==> src/rtl/alu_mult_ctrl_pkg.sv <==
// Shared constants for the ALU multiply controller: ALU opcodes and FSM encodings.
package alu_mult_ctrl_pkg;

  localparam logic [2:0] ALU_ADD  = 3'b000;
  localparam logic [2:0] ALU_SUB  = 3'b001;
  localparam logic [2:0] ALU_MULT = 3'b010;
  localparam logic [2:0] ALU_XOR  = 3'b011;
  localparam logic [2:0] ALU_AND  = 3'b100;
  localparam logic [2:0] ALU_OR   = 3'b101;
  localparam logic [2:0] ALU_SLT  = 3'b110;
  localparam logic [2:0] ALU_NOR  = 3'b111;

  localparam int unsigned STATE_W = 2;

  localparam logic [1:0] S_IDLE = 2'd0;
  localparam logic [1:0] S_RUN  = 2'd1;
  localparam logic [1:0] S_DONE = 2'd2;

endpackage

==> src/rtl/alu_mult_ctrl.sv <==
// Shift-add multiplier controller that borrows the shared ALU adder for WIDTH
// iterations, producing an exact unsigned 2*WIDTH-bit product.
module alu_mult_ctrl
  import alu_mult_ctrl_pkg::*;
#(
  parameter int unsigned WIDTH = 32,
  parameter int unsigned CNT_W = 5
) (
  input  logic               clk,
  input  logic               reset_n,
  input  logic               start,
  input  logic [WIDTH-1:0]   multiplicand,
  input  logic [WIDTH-1:0]   multiplier,
  output logic               busy,
  output logic               done,
  output logic [2*WIDTH-1:0] product,
  output logic [WIDTH-1:0]   alu_a,
  output logic [WIDTH-1:0]   alu_b,
  output logic [2:0]         alu_op,
  input  logic [WIDTH-1:0]   alu_result,
  input  logic               alu_cout
);

  logic [STATE_W-1:0] state_q, state_d;
  logic [CNT_W-1:0]   count_q, count_d;
  logic [WIDTH-1:0]   hi_q, hi_d;
  logic [WIDTH-1:0]   lo_q, lo_d;
  logic [WIDTH-1:0]   mcand_q, mcand_d;
  logic [WIDTH-1:0]   alu_a_q, alu_a_d;
  logic [WIDTH-1:0]   alu_b_q, alu_b_d;
  logic               busy_q, busy_d;
  logic               done_q, done_d;

  always_ff @(posedge clk or negedge reset_n) begin
    if (!reset_n) begin
      state_q <= S_IDLE;
      count_q <= '0;
      hi_q    <= '0;
      lo_q    <= '0;
      mcand_q <= '0;
      alu_a_q <= '0;
      alu_b_q <= '0;
      busy_q  <= 1'b0;
      done_q  <= 1'b0;
    end else begin
      state_q <= state_d;
      count_q <= count_d;
      hi_q    <= hi_d;
      lo_q    <= lo_d;
      mcand_q <= mcand_d;
      alu_a_q <= alu_a_d;
      alu_b_q <= alu_b_d;
      busy_q  <= busy_d;
      done_q  <= done_d;
    end
  end

  always_comb begin
    state_d = state_q;
    count_d = count_q;
    hi_d    = hi_q;
    lo_d    = lo_q;
    mcand_d = mcand_q;
    alu_a_d = '0;
    alu_b_d = '0;
    busy_d  = 1'b0;
    done_d  = 1'b0;

    case (state_q)
      S_IDLE: begin
        if (start) begin
          mcand_d = multiplicand;
          hi_d    = '0;
          lo_d    = multiplier;
          count_d = '0;
          state_d = S_RUN;
        end
      end
      S_RUN: begin
        // Carry-out lands in the product MSB; the ALU sum is hi + mcand.
        if (lo_q[0]) begin
          {hi_d, lo_d} = {alu_cout, alu_result, lo_q[WIDTH-1:1]};
        end else begin
          {hi_d, lo_d} = {1'b0, hi_q, lo_q[WIDTH-1:1]};
        end
        count_d = count_q + CNT_W'(1);
        if (count_q == CNT_W'(WIDTH - 1)) begin
          state_d = S_DONE;
        end
      end
      S_DONE: begin
        state_d = S_IDLE;
      end
      default: begin
        state_d = S_IDLE;
      end
    endcase

    // Output registers follow the next state so they line up with hi/mcand.
    if (state_d == S_RUN) begin
      alu_a_d = hi_d;
      alu_b_d = mcand_d;
    end
    busy_d = (state_d != S_IDLE);
    done_d = (state_d == S_DONE);
  end

  assign busy    = busy_q;
  assign done    = done_q;
  assign product = {hi_q, lo_q};
  assign alu_a   = alu_a_q;
  assign alu_b   = alu_b_q;
  assign alu_op  = ALU_ADD;

endmodule

==> config.mk <==
export PLATFORM = sky130hd
export DESIGN_NAME = alu_mult_ctrl
export DESIGN_NICKNAME = d
export VERILOG_FILES = /design/src/rtl/alu_mult_ctrl_pkg.sv /design/src/rtl/alu_mult_ctrl.sv
export SDC_FILE = /design/constraint.sdc
export NUM_CORES = 1
export LEC_CHECK = 0
export BUFFER_PORTS_ARGS = -buffer_cell sky130_fd_sc_hd__buf_2
export CAP_MARGIN = 20
export CORE_MARGIN = 2
export CORE_UTILIZATION = 30
export CTS_CLUSTER_SIZE = 25
export DETAILED_ROUTE_END_ITERATION = 16
export SLEW_MARGIN = 40
export SYNTH_ARGS = -nofsm -noshare
export SYNTH_HDL_FRONTEND = slang
export SYNTH_SLANG_ARGS = --single-unit
==> constraint.sdc <==
create_clock -name clk -period 2.4 [get_ports clk]
set_clock_uncertainty 0.2 [all_clocks]
set_input_delay 0.36 -clock clk [delete_from_list [all_inputs] [get_ports clk]]
set_output_delay 0.36 -clock clk [all_outputs]
set_load 0.01 [all_outputs]
==> metrics.txt <==
clk sinks 169; fillers 2146; commonest non-fill, non-tap cell in the layout buf_2; Antenna diodes 0; setup TNS 0 ns; IO Pins 233; most frequent cells in the layout 228 x buf_2, 168 x dfrtp_1, 65 x o21ai_0; post-synthesis compound-gate area fraction 11.29%; CTS Hold Bufs 33; cell-internal power 7830 µW; via count 5158; grt ovf 0; metal3 WL 1248 µm; initial antenna violation count 1; Initial DRC Count 215; DRC viols 0; WL met2 8484 µm; pin count of the biggest net entering global routing 64; cts repair resizes 0; H-tree depth 4; sequential share of power 40.4%; area grow syn2layout 36.31%; hpwl dp 12300 µm; Port Buffers 229; Net Sw Power 4442 µW; RSZ-0062 raised after global routing false; buffer count from post-CTS setup fixing 0; synthesized area per cell 11.97 µm²; share of cells above drive strength 1 38.31%; area of the core 21960 µm²; peak supply drop 0.0004793 V; Tot Pwr 12270 µW; Root Buffer clkbuf_16; Post-synth EDFFs 0; Reg area 4230 µm²; Slew Limit Fails 0; CP arrival 2.26 ns; Syn Inst Count 563; Post-Place Cells 1053; setup violators final 0; Cell Pwr Density 1336 nW/µm²; fin crit period 2.128 ns; Slew HR 57.44%; Slew @ Worst Pin 0.6385 ns; final hold viol count 0; die area 23680 µm²; post-synthesis sequential area ratio 62.74%; largest family of logic cells by synthesized area simple AND/OR/NAND/NOR gates; Top FF cell, synth dfrtp_1; first-pass GRT wire length 29210 µm; Die Y 153.9 µm; DRT met1 WL 7987 µm; Max Buffers Root-to-Sink 2; CP startpoint kind flip-flop; Initial Util 30.70%; total wire length 17930 µm; critical path fanouts, max 36; Post-Synth Adder-Cell Area 0.3713%; clock share of power 23.2%; post-route non-filler standard cell count 1118; YS warnings 0; Detailed Routing Iterations Pass 1 4; Final Cell Area 9188 µm²; clock tree from TritonCTS yes; CTS Buf Count 17; DR WL/cell 16.04 µm; die span in x 153.9 µm; post-route ant nets 0; Placement Cell Area 8245 µm²; max layer used met5; XOR/XNOR Fraction of Synth Area 0%; Pleak 0.004397 µW; via/cell ratio 4.614; kind of critical path reg -> reg; area occupied by multi-input gates 2292 µm²; Reg clk slew, reported paths 0.07 ns; number of placement rows 54; CP required 2.53 ns; Critical Path End Type flip-flop; nets 927; post-synthesis register bit count 169; Final Wtd Congestion 0.7396; outcome completed; vias in the first global route 5441; fin crit share 88.65%; min-delay worst type in -> reg; Mapped Area 6740 µm²; MaxCap Viol Count 0; total track usage 15.54%; post-synthesis mux area share 10.10%; Comb power frac 36.4%; Achievable Freq 470.0 MHz; switch share 36.20%; Async SR Flop Fraction 100.0%; Post-Synth Simple-Gate Area 11.81%; worst skew pair latency 0.42 ns; Synth cell types 32
## power by group through the flow
stage	Combinational, µW	Clock (µW)	Sequential, µW
2_1_floorplan	2250	0	5350
3_3_place_gp	4420	0	5000
3_5_place_dp	4520	0	5020
4_1_cts	4560	2930	4990
5_1_grt	4980	3070	5150
6_report	4460	2850	4960
## state kept, by name, summed over array words and instances (netlist names)
name / flops
state_q: 2
alu_b: 32
mcand_q: 32
alu_a: 32
count_q: 5
hi_q: 32
done: 1
lo_q: 32
busy: 1
## cell usage after synthesis (6+ instances only)
master	n	area (µm²)
nor2b_1	65	406.6
a21oi_1	31	155.2
a22oi_1	31	232.7
o21ai_0	65	325.3
buf_4	6	45.04
dfrtp_1	169	4229
mux2_2	28	315.3
buf_2	10	50.05
mux2i_1	32	320.3
nand2_1	36	135.1
clkbuf_1	26	97.59
nor3_1	31	155.2
## logic make-up (layout without fill, tap and decap cells)
group / Yosys count / after routing
compound gates: 133 / 133
fa+ha+maj: 2 / 2
buf+inv: 48 / 321
flops: 169 / 169
mux: 64 / 64
other cells: 1 / 3
simple gates: 146 / 146
## per-stage QoR
| stage | hold slack (ns) | utilization, % | setup slack (ns) |
|---|---|---|---|
| floorplan | -0.1356 | - | 0.4238 |
| global placement | 0.1015 | 37.55 | 0.3236 |
| detailed placement | 0.1088 | 37.55 | 0.2694 |
| CTS | 0.004584 | 41.84 | 0.2523 |
| global route | 0.01641 | 41.84 | 0.1236 |
| finish | 0.02639 | 41.84 | 0.2724 |
## cell type report
cell class | count | share of cell area, %
sequential | 169 | 46.04
clock buffer | 17 | 4.630
timing repair buffer | 287 | 18.45
clock inverter | 15 | 2.029
tap | 280 | 3.813
inverter | 2 | 0.08171
multi-input combinational | 348 | 24.95
## worst paths after layout
kind	endpoint	cells after the start	startpoint	slack, ns
min reg2reg	mcand_q[3]$_DFF_PN0_	1	mcand_q[3]$_DFF_PN0_	0.28
max	alu_a[0]$_DFF_PN0_	7	count_q[0]$_DFFE_PN0P_	0.27
max reg2reg	alu_a[0]$_DFF_PN0_	7	count_q[0]$_DFFE_PN0P_	0.27
max in group asynchronous	hi_q[29]$_DFF_PN0_	3	reset_n	1.16
min in group asynchronous	mcand_q[11]$_DFF_PN0_	2	reset_n	0.22
min	lo_q[26]$_DFFE_PN0P_	3	multiplier[26]	0.03
## layer usage
| metal | vias up | global-route usage [%] |
|---|---|---|
| li1 | 2466 | - |
| met1 | 2519 | 19.68 |
| met2 | 157 | 25.68 |
| met3 | 14 | 5.496 |
| met4 | 2 | 3.560 |
| met5 | - | 0 |
## critical path, cell delays in order, from the launching register on
cell and delay, ns:
dfrtp_1 0.41, ha_1 0.23, and3_1 0.15, ha_1 0.19
nand2b_1 0.14, a21o_2 0.21, buf_4 0.25, nor3_1 0.24
No activity file was read; power rests on OpenSTA's default activity.
